**src/rtl/hi_lo_muldiv_unit.sv**
```systemverilog
// hi_lo_muldiv_unit
// Iterative MULT/MULTU/DIV/DIVU unit that feeds the register file's HI/LO
// write port directly. It captures operands on a start pulse and runs 32
// shift-add or restoring-divide steps. It then holds both write enables high
// for exactly one cycle (DONE), so the result lands in HI/LO on the next
// modified_write_clk edge.
//
// Optional feature: define MULDIV_ABORT_EN to add the 'abort' input. It
// squashes an operation in flight without producing a write.
//
// Ports:
//   modified_write_clk  clock shared with the register-file write port
//   reset               asynchronous, active-high
//   start               request, sampled only while idle
//   abort               (MULDIV_ABORT_EN only) return to idle, no write
//   op                  00 MULT, 01 MULTU, 10 DIV, 11 DIVU
//   operand_a           rs: multiplicand / dividend
//   operand_b           rt: multiplier / divisor
//   busy                high while an operation is running or completing
//   HI/LO_write_enable  one-cycle pulse while the result is presented
//   HI_write_data       product[63:32] or remainder
//   LO_write_data       product[31:0] or quotient
module hi_lo_muldiv_unit #(
  parameter int WIDTH   = 32,
  parameter int COUNT_W = 5
) (
  input  logic             modified_write_clk,
  input  logic             reset,
  input  logic             start,
`ifdef MULDIV_ABORT_EN
  input  logic             abort,
`endif
  input  logic [1:0]       op,
  input  logic [WIDTH-1:0] operand_a,
  input  logic [WIDTH-1:0] operand_b,
  output logic             busy,
  output logic             HI_write_enable,
  output logic             LO_write_enable,
  output logic [WIDTH-1:0] HI_write_data,
  output logic [WIDTH-1:0] LO_write_data
);

  typedef enum logic [1:0] {ST_IDLE, ST_BUSY, ST_DONE} state_t;

  state_t state_q, state_d;

  logic [COUNT_W-1:0] counter_q;
  logic [1:0]         op_q;
  logic               sign_a_q, sign_b_q, div_zero_q;
  logic [WIDTH-1:0]   orig_a_q;
  // Multiplicand (multiply) or divisor magnitude (divide).
  logic [WIDTH-1:0]   step_operand_q;
  // {acc_hi, acc_lo}: product accumulator with multiplier in the low half,
  // or partial remainder in the high half and dividend/quotient in the low half.
  logic [WIDTH-1:0]   acc_hi_q, acc_lo_q;
  logic [WIDTH-1:0]   hi_data_q, lo_data_q;

  logic abort_hit;
`ifdef MULDIV_ABORT_EN
  assign abort_hit = abort;
`else
  assign abort_hit = 1'b0;
`endif

  logic last_step;
  assign last_step = (counter_q == COUNT_W'(WIDTH - 1));

  // Operand magnitudes for capture; ops with op[0]==0 are signed.
  logic             a_neg, b_neg;
  logic [WIDTH-1:0] mag_a, mag_b;
  always_comb begin
    a_neg = ~op[0] & operand_a[WIDTH-1];
    b_neg = ~op[0] & operand_b[WIDTH-1];
    mag_a = a_neg ? -operand_a : operand_a;
    mag_b = b_neg ? -operand_b : operand_b;
  end

  // One iteration of each algorithm, computed from the current accumulator.
  logic [WIDTH:0]     mul_sum, div_shift;
  logic               div_ge;
  logic [WIDTH-1:0]   step_hi, step_lo;
  always_comb begin
    mul_sum   = {1'b0, acc_hi_q} +
                (acc_lo_q[0] ? {1'b0, step_operand_q} : {(WIDTH+1){1'b0}});
    div_shift = {acc_hi_q, acc_lo_q[WIDTH-1]};
    div_ge    = (div_shift >= {1'b0, step_operand_q});
    if (op_q[1]) begin
      // The remainder is always below the divisor, so a WIDTH-bit subtract is exact.
      step_hi = div_ge ? (div_shift[WIDTH-1:0] - step_operand_q) : div_shift[WIDTH-1:0];
      step_lo = {acc_lo_q[WIDTH-2:0], div_ge};
    end else begin
      step_hi = mul_sum[WIDTH:1];
      step_lo = {mul_sum[0], acc_lo_q[WIDTH-1:1]};
    end
  end

  // Sign correction applied to the final step's result as it enters DONE.
  logic [2*WIDTH-1:0] product;
  logic [WIDTH-1:0]   final_hi, final_lo;
  always_comb begin
    product  = {step_hi, step_lo};
    final_hi = step_hi;
    final_lo = step_lo;
    if (!op_q[1]) begin
      if (!op_q[0] && (sign_a_q ^ sign_b_q)) begin
        product = -product;
      end
      final_hi = product[2*WIDTH-1:WIDTH];
      final_lo = product[WIDTH-1:0];
    end else if (div_zero_q) begin
      final_hi = orig_a_q;
      final_lo = {WIDTH{1'b1}};
    end else if (!op_q[0]) begin
      if (sign_a_q ^ sign_b_q) final_lo = -step_lo;
      if (sign_a_q)            final_hi = -step_hi;
    end
  end

  always_ff @(posedge modified_write_clk or posedge reset) begin
    if (reset) state_q <= ST_IDLE;
    else       state_q <= state_d;
  end

  always_comb begin
    state_d = state_q;
    case (state_q)
      ST_IDLE: if (start && !abort_hit) state_d = ST_BUSY;
      ST_BUSY: begin
        if (abort_hit)      state_d = ST_IDLE;
        else if (last_step) state_d = ST_DONE;
      end
      ST_DONE: state_d = ST_IDLE;
      default: state_d = ST_IDLE;
    endcase
  end

  always_ff @(posedge modified_write_clk or posedge reset) begin
    if (reset) begin
      counter_q      <= '0;
      op_q           <= '0;
      sign_a_q       <= 1'b0;
      sign_b_q       <= 1'b0;
      div_zero_q     <= 1'b0;
      orig_a_q       <= '0;
      step_operand_q <= '0;
      acc_hi_q       <= '0;
      acc_lo_q       <= '0;
      hi_data_q      <= '0;
      lo_data_q      <= '0;
    end else begin
      if (state_q == ST_IDLE && start && !abort_hit) begin
        counter_q      <= '0;
        op_q           <= op;
        sign_a_q       <= a_neg;
        sign_b_q       <= b_neg;
        div_zero_q     <= op[1] && (operand_b == '0);
        orig_a_q       <= operand_a;
        acc_hi_q       <= '0;
        step_operand_q <= op[1] ? mag_b : mag_a;
        acc_lo_q       <= op[1] ? mag_a : mag_b;
      end else if (state_q == ST_BUSY && !abort_hit) begin
        acc_hi_q <= step_hi;
        acc_lo_q <= step_lo;
        if (last_step) begin
          hi_data_q <= final_hi;
          lo_data_q <= final_lo;
        end else begin
          counter_q <= counter_q + COUNT_W'(1);
        end
      end
    end
  end

  assign busy            = (state_q != ST_IDLE);
  assign HI_write_enable = (state_q == ST_DONE);
  assign LO_write_enable = (state_q == ST_DONE);
  assign HI_write_data   = hi_data_q;
  assign LO_write_data   = lo_data_q;

endmodule
```
**config.mk**
```make
export PLATFORM = sky130hd
export DESIGN_NAME = hi_lo_muldiv_unit
export DESIGN_NICKNAME = d
export VERILOG_FILES = /design/src/rtl/hi_lo_muldiv_unit.sv
export SDC_FILE = /design/constraint.sdc
export NUM_CORES = 1
export LEC_CHECK = 0
export ABC_AREA = 0
export BUFFER_PORTS_ARGS = -buffer_cell sky130_fd_sc_hd__buf_2
export CAP_MARGIN = 20
export CORE_AREA = 2 2 183 185
export CTS_CLUSTER_SIZE = 24
export DETAILED_ROUTE_END_ITERATION = 8
export DIE_AREA = 0 0 185 187
export MAX_ROUTING_LAYER = met4
export PLACE_DENSITY = 0.83
export SYNTH_ARGS = -nofsm -noshare
export SYNTH_HDL_FRONTEND = slang
export SYNTH_SLANG_ARGS = --single-unit
export TNS_END_PERCENT = 20
```
**constraint.sdc**
```tcl
create_clock -name modified_write_clk -period 7.6 [get_ports modified_write_clk]
set_clock_uncertainty 0.05 [all_clocks]
set_input_delay 1.14 -clock modified_write_clk [delete_from_list [all_inputs] [get_ports modified_write_clk]]
set_output_delay 1.14 -clock modified_write_clk [all_outputs]
set_load 0.02 [all_outputs]
```
# ---- Yosys cells after proc, flatten, opt, wreduce, memory -nomap -nowiden
# Index checks and enable logic that the tools add are counted.
dict set report classes {
  n_addsub 8
  magnitude_cmp 1
  n_eq_ne 6
  mux 27
  bitwise 5
  n_reduce_logical 11
}
# cell count
set op_table {}
lappend op_table {{32-bit two-way mux} 20}
lappend op_table {{32-bit negation} 4}
lappend op_table {{64-bit two-way mux} 1}
lappend op_table {{64-bit negation} 1}
lappend op_table {{32-bit by 32-bit adder with 33-bit output} 1}
lappend op_table {{33-bit by 32-bit >= comparator with 1-bit output} 1}
lappend op_table {{32-bit zero test} 1}
lappend op_table {{32-bit subtractor} 1}
lappend op_table {{5-bit two-way mux} 3}
lappend op_table {{5-bit by 1-bit adder with 5-bit output, second input constant} 1}
lappend op_table {{5-bit == test, second input constant} 1}
lappend op_table {{2-bit two-way mux} 2}
lappend op_table {{2-bit != test, second input constant} 2}
lappend op_table {{2-bit one-hot mux with 2 select lines} 1}
lappend op_table {{2-bit AND reduction} 2}
lappend op_table {{2-bit nonzero test} 2}
lappend op_table {{1-bit logical AND} 3}
lappend op_table {{3-bit AND reduction} 1}
lappend op_table {{1-bit bitwise AND} 2}
lappend op_table {{2-bit by 1-bit == test with 1-bit output, second input constant} 1}
lappend op_table {{2-bit == test, second input constant} 1}
lappend op_table {{2-bit zero test} 1}
lappend op_table {{2-bit by 1-bit != test with 1-bit output, second input constant} 1}
lappend op_table {{1-bit inverter} 2}
lappend op_table {{2 further kinds} 2}
dict set report totals {
  ff_bits 204
  output_inout_bits 67
  word_cells 70
}

# ---- Depth between registers and ports, before layout
# Gate-level depths: netlist of run 1.
dict set report logic_depth {
  word_depth 8
  mapped_depth 24
  depth_no_buf 21
}

# ---- Worst setup path after synthesis of run 1
# No wires, ideal clock.
dict set report synth_path {
  path_kind {flip-flop to flip-flop}
  startpoint {reg acc_hi_q[7]}
  endpoint {reg hi_data_q[30], in the netlist HI_write_data[30]}
  setup_ns 0.124
  t_arrival_ns 4.449
  required_time_ns 7.426
  setup_slack_ns 2.976
  stages_incl_launch_ff 22
  n_path_buf 2
  cell_sequence {dfrtp_1 -> ha_1 -> buf_6 -> a21o_1 -> a31oi_4 -> o21ai_4 -> o311ai_4 -> buf_4 -> a21oi_4 -> a21o_1 -> inv_1 -> ha_1 -> nor4b_2 -> nand3_1 -> nor2_1 -> and2_1 -> nand4_1 -> nor4_4 -> a31oi_1 -> xnor2_1 -> a22oi_1 -> a21oi_1}
}
dict set report synth_via {
  elab_chain_cells 8
}
# element line
set synth_rtl {}
lappend synth_rtl {{start, declared} 55} ;# logic [WIDTH-1:0] acc_hi_q, acc_lo_q;
lappend synth_rtl {{start signal, assigned} 162} ;# acc_hi_q <= step_hi;
lappend synth_rtl {{32-bit subtractor or 33-bit by 32-bit >= comparator with 1-bit output (tied branches)} {89, 86}}
lappend synth_rtl {{32-bit two-way mux} 89} ;# step_hi = div_ge ? (div_shift[WIDTH-1:0] - step_operand_q) : div_shift[WIDTH-1:0];
lappend synth_rtl {{32-bit two-way mux} 87} ;# if (op_q[1]) begin
lappend synth_rtl {{32-bit negation} 115} ;# if (sign_a_q) final_hi = -step_hi;
lappend synth_rtl {{32-bit two-way mux} 115}
lappend synth_rtl {{32-bit two-way mux} 113} ;# end else if (!op_q[0]) begin
lappend synth_rtl {{32-bit two-way mux} 110} ;# end else if (div_zero_q) begin
lappend synth_rtl {{32-bit two-way mux *} 104} ;# if (!op_q[1]) begin
lappend synth_rtl {{end signal, assigned} 165} ;# hi_data_q <= final_hi;
lappend synth_rtl {{end, declared} 56} ;# logic [WIDTH-1:0] hi_data_q, lo_data_q;
# Mark *: on every way between the ends. The rest lies on a longest branch, timed or not.
# A chain may end at the register's enable or synchronous reset.

# ---- Worst setup path in the final report of run 1
dict set report layout_path {
  startpoint {reg acc_hi_q[19]}
  endpoint {reg hi_data_q[30], in the netlist HI_write_data[30]}
}
# The elaborated chain is that of the path after synthesis.

==> metrics.csv, run 1 <==
metric,value,unit
fp.dieW,185,microns
maxSlewHeadroom,0.226,
worst_pin_slew,1.16,ns
area_growth,9.70,%
startpoint_type,flip-flop,
vias,18224,
hpwl,47.6,mm
totalWireLength,63.8,mm
finalHoldViolations,0,
gp_congestion,1.04,
cts_buffers,25,
core.rowCount,67,
synth_area,17800,sq um
fin_setup_tns,0,ns
wl_per_cell,23.0,microns
overflow,0,
drive_gt1_frac,0.115,
critPathArrivalTime,6.55,ns
setup-violations-final,0,
syn_inst,2259,
rsz0062_at_grt,no,
core_area,32900,sq um
fin_nets,2446,
ant_nets,0,
async_reset_ff_frac,1.00,
cts_hold_buffers,0,
antenna_found_initial,4,
ys_ff_latch,204,
dieArea,34600,sq um
fill_cells,3027,
cts_tree,built,
routed_via_density,6.57,
numPortBuffers,135,
ios,136,
grt_pass1_wl,97.4,mm
drv_cap,0,
crit_chain,ha_1 -> a21oi_1 -> o21ai_0 -> a311oi_2 -> o211a_1 -> a21oi_4 -> a21o_1 -> inv_1 -> ha_1 -> nor4b_2 -> nand3_1 -> nor2_1 -> and2_1 -> nand4_1 -> nor4_4 -> a31oi_1 -> xnor2_1 -> a22oi_1 -> a21oi_1,
crit_slowest_cell,o211a_1,
post-cts-setup-buffers,0,
final_max_slew_viol_count,0,
clkTransAtPathRegs,0.06,ns
path_class,reg -> reg,
hold_path_class,reg -> reg,
insertion_delay,0.56,ns
status,"complete, no violations",
root_buffer,clkbuf_16,
drc,0,
ys.flop_type,dfrtp_1,
start_util,0.541,
seq_area_frac_synth,0.287,
syn-num-nets,2400,
ys.warnings.count,0,
period_needed,6.17,ns
cts-resized-gates,0,
cts_sinks,204,
cts_buffer_depth,3,
grt_pass1_vias,17068,
synth-edff-count,0,
syn_area_per_cell,7.88,sq um
crit_buf_inv,1,
setup_ws,1.43,ns
endpoint_kind,flip-flop,
synth_cell_type_count,108,
fin_crit_sh,0.812,
die_y,187,microns
max_freq,162,MHz
h-tree-depth,1,
mostFrequentLayoutCell,nand2_1,
crit_fanout,17,
dp_slack,1.54,ns
dr.pass1.iters,8,
drt_iter0_markers,2002,
grt_usage,0.373,
slowest_delay,0.71,ns
grt_max_degree,113,
cp_data_required_time,7.98,ns
final_cell_mix,"nand2_1, o21ai_0, dfrtp_1",
critPathTopFamily,compound AO/OA/AOI/OAI gates,
final cells by class:
class / instances / area, sq um / area share
Clock buffer: 34 / 719 / 0.0369
Sequential cell: 204 / 5110 / 0.262
Clock inverter: 12 / 150 / 0.00769
Multi-Input combinational cell: 1852 / 11900 / 0.607
Inverter: 67 / 259 / 0.0133
Timing Repair Buffer: 155 / 866 / 0.0444
Tap cell: 448 / 561 / 0.0287
Antenna cell: 2 / 5.00 / 0.000256
worst min-delay path: cells and delay by family (launching register included):
family | cells | cell delay (ns)
AO/OA/AOI/OAI | 1 | 0.06
flip-flops | 1 | 0.34
AND/OR/NAND/NOR | 1 | 0.05
state kept, by name, summed over array words and instances, names as in the netlist:
register / flops
HI_write_data: 32
LO_write_data: 32
acc_hi_q: 32
acc_lo_q: 32
orig_a_q: 32
step_operand_q: 32
counter_q: 5
op_q: 2
state_q: 2
div_zero_q: 1
sign_a_q: 1
sign_b_q: 1
stage by stage:
step	hold slack (ns)	instances	cell area, sq um	util
after floorplan	0.390	2259	17800	-
after global placement	0.404	2723	18600	0.565
after detailed placement	0.413	2724	18600	0.566
after CTS	0.428	2770	19500	0.592
after global routing	0.442	2774	19500	0.594
final	0.428	2774	19500	0.594
synthesized netlist by cell type, drive strengths merged, types with 43 or more instances:
| cell | n | share of area |
|---|---|---|
| inv | 67 | 0.014 |
| and2 | 47 | 0.017 |
| o211ai | 50 | 0.022 |
| ha | 70 | 0.049 |
| xor2 | 77 | 0.038 |
| dfrtp | 204 | 0.29 |
| nor3 | 45 | 0.014 |
| nand2 | 325 | 0.069 |
| o21ai | 233 | 0.067 |
| xnor2 | 102 | 0.050 |
| nor2 | 165 | 0.035 |
| mux2i | 43 | 0.024 |
| clkbuf | 94 | 0.020 |
| a21oi | 175 | 0.050 |
| nand3 | 68 | 0.020 |
logic make-up (layout without fill, tap and decap cells):
kind of cell	Yosys count	after routing	share of synthesized area
simple gates	816	816	0.223
compound gates	736	736	0.274
flops	204	204	0.287
xor+xnor	179	179	0.0881
mux	49	49	0.0280
fa+ha+maj	72	72	0.0515
other cells	0	2	0
buf+inv	203	268	0.0482
worst paths after layout:
path	depth (start not counted)	start	to	slack [ns]
min in group asynchronous	2	reset	LO_write_data[17]	0.59
max in group asynchronous	3	reset	HI_write_data[6]	5.55
min reg2reg	2	HI_write_data[8]	HI_write_data[8]	0.43
min	2	HI_write_data[8]	HI_write_data[8]	0.43
max	19	acc_hi_q[19]	HI_write_data[30]	1.43
max reg2reg	19	acc_hi_q[19]	HI_write_data[30]	1.43
per-layer routing:
layer  share of wire  global-route usage  vias up  routed length [microns]
met5               0                   -        -                        0
met4           0.062               0.193        0                     3970
met3           0.097              0.0672      220                     6210
met2            0.44               0.564     1042                    28400
met1            0.40               0.477     8719                    25200
li1                -                   -     8243                        -
Power of run 1 is left out: the tool's default activity adds up to more than one toggle a clock period on the data nets, which glitch-free logic cannot reach.
==> run 2, diff against run 1 <==
--- a/config.mk
+++ b/config.mk
@@ -13,7 +13,7 @@
 export DETAILED_ROUTE_END_ITERATION = 8
 export DIE_AREA = 0 0 185 187
 export MAX_ROUTING_LAYER = met4
-export PLACE_DENSITY = 0.83
+export PLACE_DENSITY = 0.85
 export SYNTH_ARGS = -nofsm -noshare
 export SYNTH_HDL_FRONTEND = slang
 export SYNTH_SLANG_ARGS = --single-unit
==> constraint.sdc (replaced) <==
create_clock -name modified_write_clk -period 5.2 [get_ports modified_write_clk]
set_clock_uncertainty 0.05 [all_clocks]
set_input_delay 0.78 -clock modified_write_clk [delete_from_list [all_inputs] [get_ports modified_write_clk]]
set_output_delay 0.78 -clock modified_write_clk [all_outputs]
set_load 0.02 [all_outputs]
==> run 2 against run 1 <==
  * Clock-buffer cell count decreased by 2
  * Utilization increased by 2.1 points
  * Hold slack got worse by 0.18 ns
  * Largest cell class unchanged
  * Flip-flop and latch count unchanged
  * Die area unchanged
  * Fmax increased by 24%
  * Wire length increased by 8.0%
  * Via count increased by 1.2%
  * Register-to-register slack got worse by 1.2 ns
  * Cell area increased by 3.5%
  * Global-route usage increased by 3.4 points
  * Final cell count increased by 3.4%
  * Critical path type unchanged
==> metrics.csv, run 2 (synthesized netlist as in run 1, its figures left out) <==
metric,value,unit,change
endpoint_kind,flip-flop,,
drc,0,,unchanged
max_freq,201,MHz,+24%
path_class,reg -> reg,,
fp.dieW,185,microns,unchanged
fin_nets,2538,,+3.8%
die_y,187,microns,unchanged
area_growth,13.5,%,
hpwl,52.3,mm,+9.9%
cts_buffer_depth,3,,unchanged
status,"complete, no violations",,
drt_iter0_markers,1893,,-5.4%
core_area,32900,sq um,unchanged
ios,136,,unchanged
holdWs,0.247,ns,-0.181 ns
setup-violations-final,0,,unchanged
worst_pin_slew,1.04,ns,-0.120 ns
clkTransAtPathRegs,0.06,ns,about the same
cts_sinks,204,,unchanged
grt_usage,0.407,,+0.0340
antenna_found_initial,7,,+3
ff2ff_path_depth,18,,-1
drive_gt1_frac,0.151,,+0.0358
rsz0062_at_grt,no,,
final_cell_mix,"nand2_1, o21ai_0, dfrtp_1",,
period_needed,4.99,ns,-1.18 ns
fill_cells,2957,,-2.3%
overflow,0,,unchanged
crit_fanout,21,,+4
hold_path_class,in -> async,,
fin_crit_sh,0.959,,+0.147
placed_area,19400,sq um,+4.1%
core.rowCount,67,,unchanged
critPathTopFamily,compound AO/OA/AOI/OAI gates,,
root_buffer,clkbuf_16,,
wl_per_cell,24.0,microns,+4.5%
multi_input_area,11900,sq um,about the same
insertion_delay,0.56,ns,about the same
grt_pass1_wl,104,mm,+6.7%
crit_buf_inv,3,,+2
crit_cells,18,,-1
dr.pass1.iters,9,,+1
critPathArrivalTime,5.44,ns,-1.11 ns
finish.instance_area,20200,sq um,+3.5%
ant_nets,0,,unchanged
drv_cap,0,,unchanged
start_util,0.541,,unchanged
gp_congestion,1.03,,-0.74%
slowest_delay,0.64,ns,-0.07 ns
crit_slowest_cell,dfrtp_2,,
crit_chain,nand2_1 -> inv_1 -> ha_1 -> a211o_1 -> a21o_1 -> a31oi_1 -> o41a_1 -> o211ai_1 -> buf_4 -> xnor2_1 -> nor3_1 -> o21ai_1 -> nor4_1 -> buf_4 -> a21oi_1 -> xor2_1 -> o221ai_1 -> o21a_1,,
grt_max_degree,123,,+8.8%
maxSlewHeadroom,0.305,,+0.0788
totalWireLength,68.8,mm,+8.0%
dieArea,34600,sq um,unchanged
fin_setup_tns,0,ns,unchanged
seq_area,5110,sq um,about the same
cp_data_required_time,5.65,ns,-2.33 ns
numPortBuffers,135,,unchanged
h-tree-depth,1,,unchanged
cts_tree,built,,
final_max_slew_viol_count,0,,unchanged
routed_via_density,6.43,,-2.1%
startpoint_type,flip-flop,,
finalHoldViolations,0,,unchanged
cts_buffers,25,,unchanged
mostFrequentLayoutCell,nand2_1,,
crit_top_cell,buf_4,,
vias,18447,,+1.2%
grt_pass1_vias,17697,,+3.7%
## run 2: cell types whose count changed in the layout (fill, tap and decap cells not counted), moves of 2 or more
cell / delta
buf_4: +89
diode_2: +2
buf_12: +5
clkinv_2: +3
buf_16: -2
bufinv_16: -2
clkbuf_1: -3
## run 2: metal layers
metal | track usage | vias to the layer above | share of wire
met3 | 0.0687 | 229 | 0.084
met4 | 0.242 | 0 | 0.072
met5 | - | - | 0
met2 | 0.637 | 997 | 0.46
met1 | 0.491 | 8777 | 0.39
li1 | - | 8444 | -
## run 2: layout make-up
cell class                      count  area share
Timing Repair Buffer              247      0.0782
Inverter                           67      0.0126
Clock inverter                     13     0.00520
Multi-Input combinational cell   1852       0.587
Tap cell                          448      0.0278
Antenna cell                        4    0.000496
Sequential cell                   204       0.253
Clock buffer                       32      0.0357
## run 2: worst paths after layout
kind	start	end	slack (ns)
max	acc_lo_q[0]	HI_write_data[27]	0.21
min	reset	LO_write_data[11]	0.25
max reg2reg	acc_lo_q[0]	HI_write_data[27]	0.21
min reg2reg	HI_write_data[11]	HI_write_data[11]	0.43
max in group asynchronous	reset	step_operand_q[22]	3.67
min in group modified_write_clk	operand_a[27]	orig_a_q[27]	0.42
## run 2: per-stage QoR
step                utilization  setup WS, ns  cells
floorplan                     -         0.576   2259
global placement          0.589         0.126   2817
detailed placement        0.589         0.205   2818
CTS                       0.614         0.142   2863
global route              0.614       0.00493   2866
finish                    0.615         0.213   2867
## run 2: repair_timing
action,CTS,global route
setup buffers,0,0
hold buffers,0,0
resized for setup,0,2
endpoints found under the setup margin,0,13
Power of run 2 is left out for the same reason.
==> run 3, diff against run 2 <==
--- a/config.mk
+++ b/config.mk
@@ -8,12 +8,14 @@
 export ABC_AREA = 0
 export BUFFER_PORTS_ARGS = -buffer_cell sky130_fd_sc_hd__buf_2
 export CAP_MARGIN = 20
-export CORE_AREA = 2 2 183 185
+export CELL_PAD_IN_SITES_DETAIL_PLACEMENT = 1
+export CELL_PAD_IN_SITES_GLOBAL_PLACEMENT = 1
+export CORE_AREA = 2 2 209 211
 export CTS_CLUSTER_SIZE = 24
 export DETAILED_ROUTE_END_ITERATION = 8
-export DIE_AREA = 0 0 185 187
+export DIE_AREA = 0 0 211 213
 export MAX_ROUTING_LAYER = met4
-export PLACE_DENSITY = 0.85
+export PLACE_DENSITY = 0.87
 export SYNTH_ARGS = -nofsm -noshare
 export SYNTH_HDL_FRONTEND = slang
 export SYNTH_SLANG_ARGS = --single-unit
==> run 3 against run 2 <==
  * Via count up 1.2%
  * Die area up 30%
  * Sequential share of layout area up 0.066 points
  * Global-route usage down 7.0 points
  * Register-to-register slack worse by 0.02 ns
  * Clock-buffer cell count down 3
  * Fmax down 0.40%
  * Critical path type unchanged
==> metrics.csv, run 3 (synthesized netlist as in run 1, its figures left out) <==
metric,value,unit,change
grt_max_degree,119,,-3.3%
fp.dieW,211,microns,+14%
grt_pass1_vias,18904,,+6.8%
final_util,0.472,,-0.143
gp_congestion,1.01,,-1.5%
maxSlewHeadroom,0.271,,-0.0343
status,"complete, no violations",,
multi_input_area,11900,sq um,+0.41%
cts_buffer_depth,3,,unchanged
antenna_found_initial,6,,-1
root_buffer,clkbuf_16,,
critPathArrivalTime,5.40,ns,-0.04 ns
grt_pass1_wl,113,mm,+8.8%
dieArea,44900,sq um,+30%
startpoint_type,flip-flop,,
overflow,0,,unchanged
crit_fanout,11,,-48%
drt-met1-wl,30.1,mm,+14%
fin_setup_tns,0,ns,unchanged
finalHoldViolations,0,,unchanged
final_max_slew_viol_count,0,,unchanged
seq_area,5110,sq um,unchanged
final_cell_mix,"nand2_1, o21ai_0, dfrtp_1",,
path_class,reg -> reg,,
route.met2.wl,34.2,mm,+8.4%
hpwl,56.0,mm,+7.2%
cts_tree,built,,
grt_usage,0.336,,-0.0704
worst_pin_slew,1.09,ns,+0.0536 ns
mostFrequentLayoutCell,nand2_1,,
area_growth,13.2,%,
clkTransAtPathRegs,0.06,ns,about the same
cts_buffers,25,,unchanged
setup-violations-final,0,,unchanged
drive_gt1_frac,0.141,,-0.00966
dr.max_layer_used,met4,,
totalWireLength,74.2,mm,+7.7%
numPortBuffers,135,,unchanged
core_area,42700,sq um,+30%
vias,18676,,+1.2%
cp_data_required_time,5.59,ns,-0.06 ns
drt_iter0_markers,1817,,-4.0%
wl_met3,6.16,mm,+6.2%
ant_nets,0,,unchanged
setup_ws,0.192,ns,-0.0202 ns
drv_cap,0,,unchanged
insertion_delay,0.58,ns,+0.02 ns
fin_crit_sh,0.963,,+0.00389
h-tree-depth,1,,unchanged
routed_via_density,6.37,,-0.94%
period_needed,5.01,ns,+0.0202 ns
core.rowCount,76,,+13%
dp_slack,-0.0778,ns,-0.283 ns
holdWs,0.246,ns,-0.000768 ns
max_freq,200,MHz,-0.40%
ios,136,,unchanged
fin_nets,2504,,-1.3%
fill_cells,5262,,+78%
start_util,0.417,,-0.125
die_y,213,microns,+14%
wl_per_cell,25.3,microns,+5.4%
hold_path_class,in -> async,,
dr.pass1.iters,5,,-4
drc,0,,unchanged
endpoint_kind,flip-flop,,
cts_hold_buffers,0,,unchanged
cts_sinks,204,,unchanged
## run 3: cell count changes in the layout (fill, tap and decap cells not counted), moves of 3 or more
| cell | delta |
|---|---|
| a21oi_2 | +4 |
| buf_4 | -33 |
| clkinv_4 | +3 |
| clkbuf_8 | -4 |
| bufinv_16 | +3 |
| a21oi_1 | -4 |
## run 3: final cells by class
type                    instances  area share
diodes                          2    0.000248
clock buffers                  29      0.0333
clock inverters                17      0.0106
inverters                      67      0.0127
multi-input cells            1852       0.591
flip-flops and latches        204       0.254
well taps                     546      0.0339
repair buffers                213      0.0647
## run 3: through the flow
stage	area, sq um	std cells
detailed placement	19100	2873
finish	20100	2930
global placement	19100	2873
floorplan	17800	2259
global route	20100	2930
CTS	20000	2919
## run 3: worst paths after layout
check,slack [ns],cells after the start,from,to
max,0.19,15,acc_hi_q[10],HI_write_data[26]
min in group modified_write_clk,0.41,3,operand_a[17],orig_a_q[17]
max in group asynchronous,3.79,3,reset,HI_write_data[24]
max reg2reg,0.19,15,acc_hi_q[10],HI_write_data[26]
min reg2reg,0.42,2,orig_a_q[9],orig_a_q[9]
min,0.25,2,reset,LO_write_data[14]
## run 3: layer usage
layer,track usage,vias to the layer above
met1,0.423,9291
met3,0.0594,197
met2,0.531,819
met4,0.148,0
met5,-,-
li1,-,8369
## run 3: what timing repair did
item / 4_1_cts / 5_1_grt
endpoints found under the setup margin: 1 / 16
buffers inserted: 0 / 9
gates resized for setup: 1 / 10
pin swaps: 0 / 5
## run 3: critical path, cell delays in order (launching register included)
cell	delay, ns
dfrtp_1	0.47
ha_1	0.45
nand4_1	0.18
or3_4	0.45
a211oi_4	0.33
o311a_4	0.35
nor2_4	0.12
buf_4	0.18
a311oi_4	0.52
nand3_1	0.32
nand4b_4	0.36
nor2_1	0.31
a21oi_1	0.13
xor2_1	0.22
a222oi_1	0.32
o21ai_1	0.09
Power of run 3 is left out for the same reason.
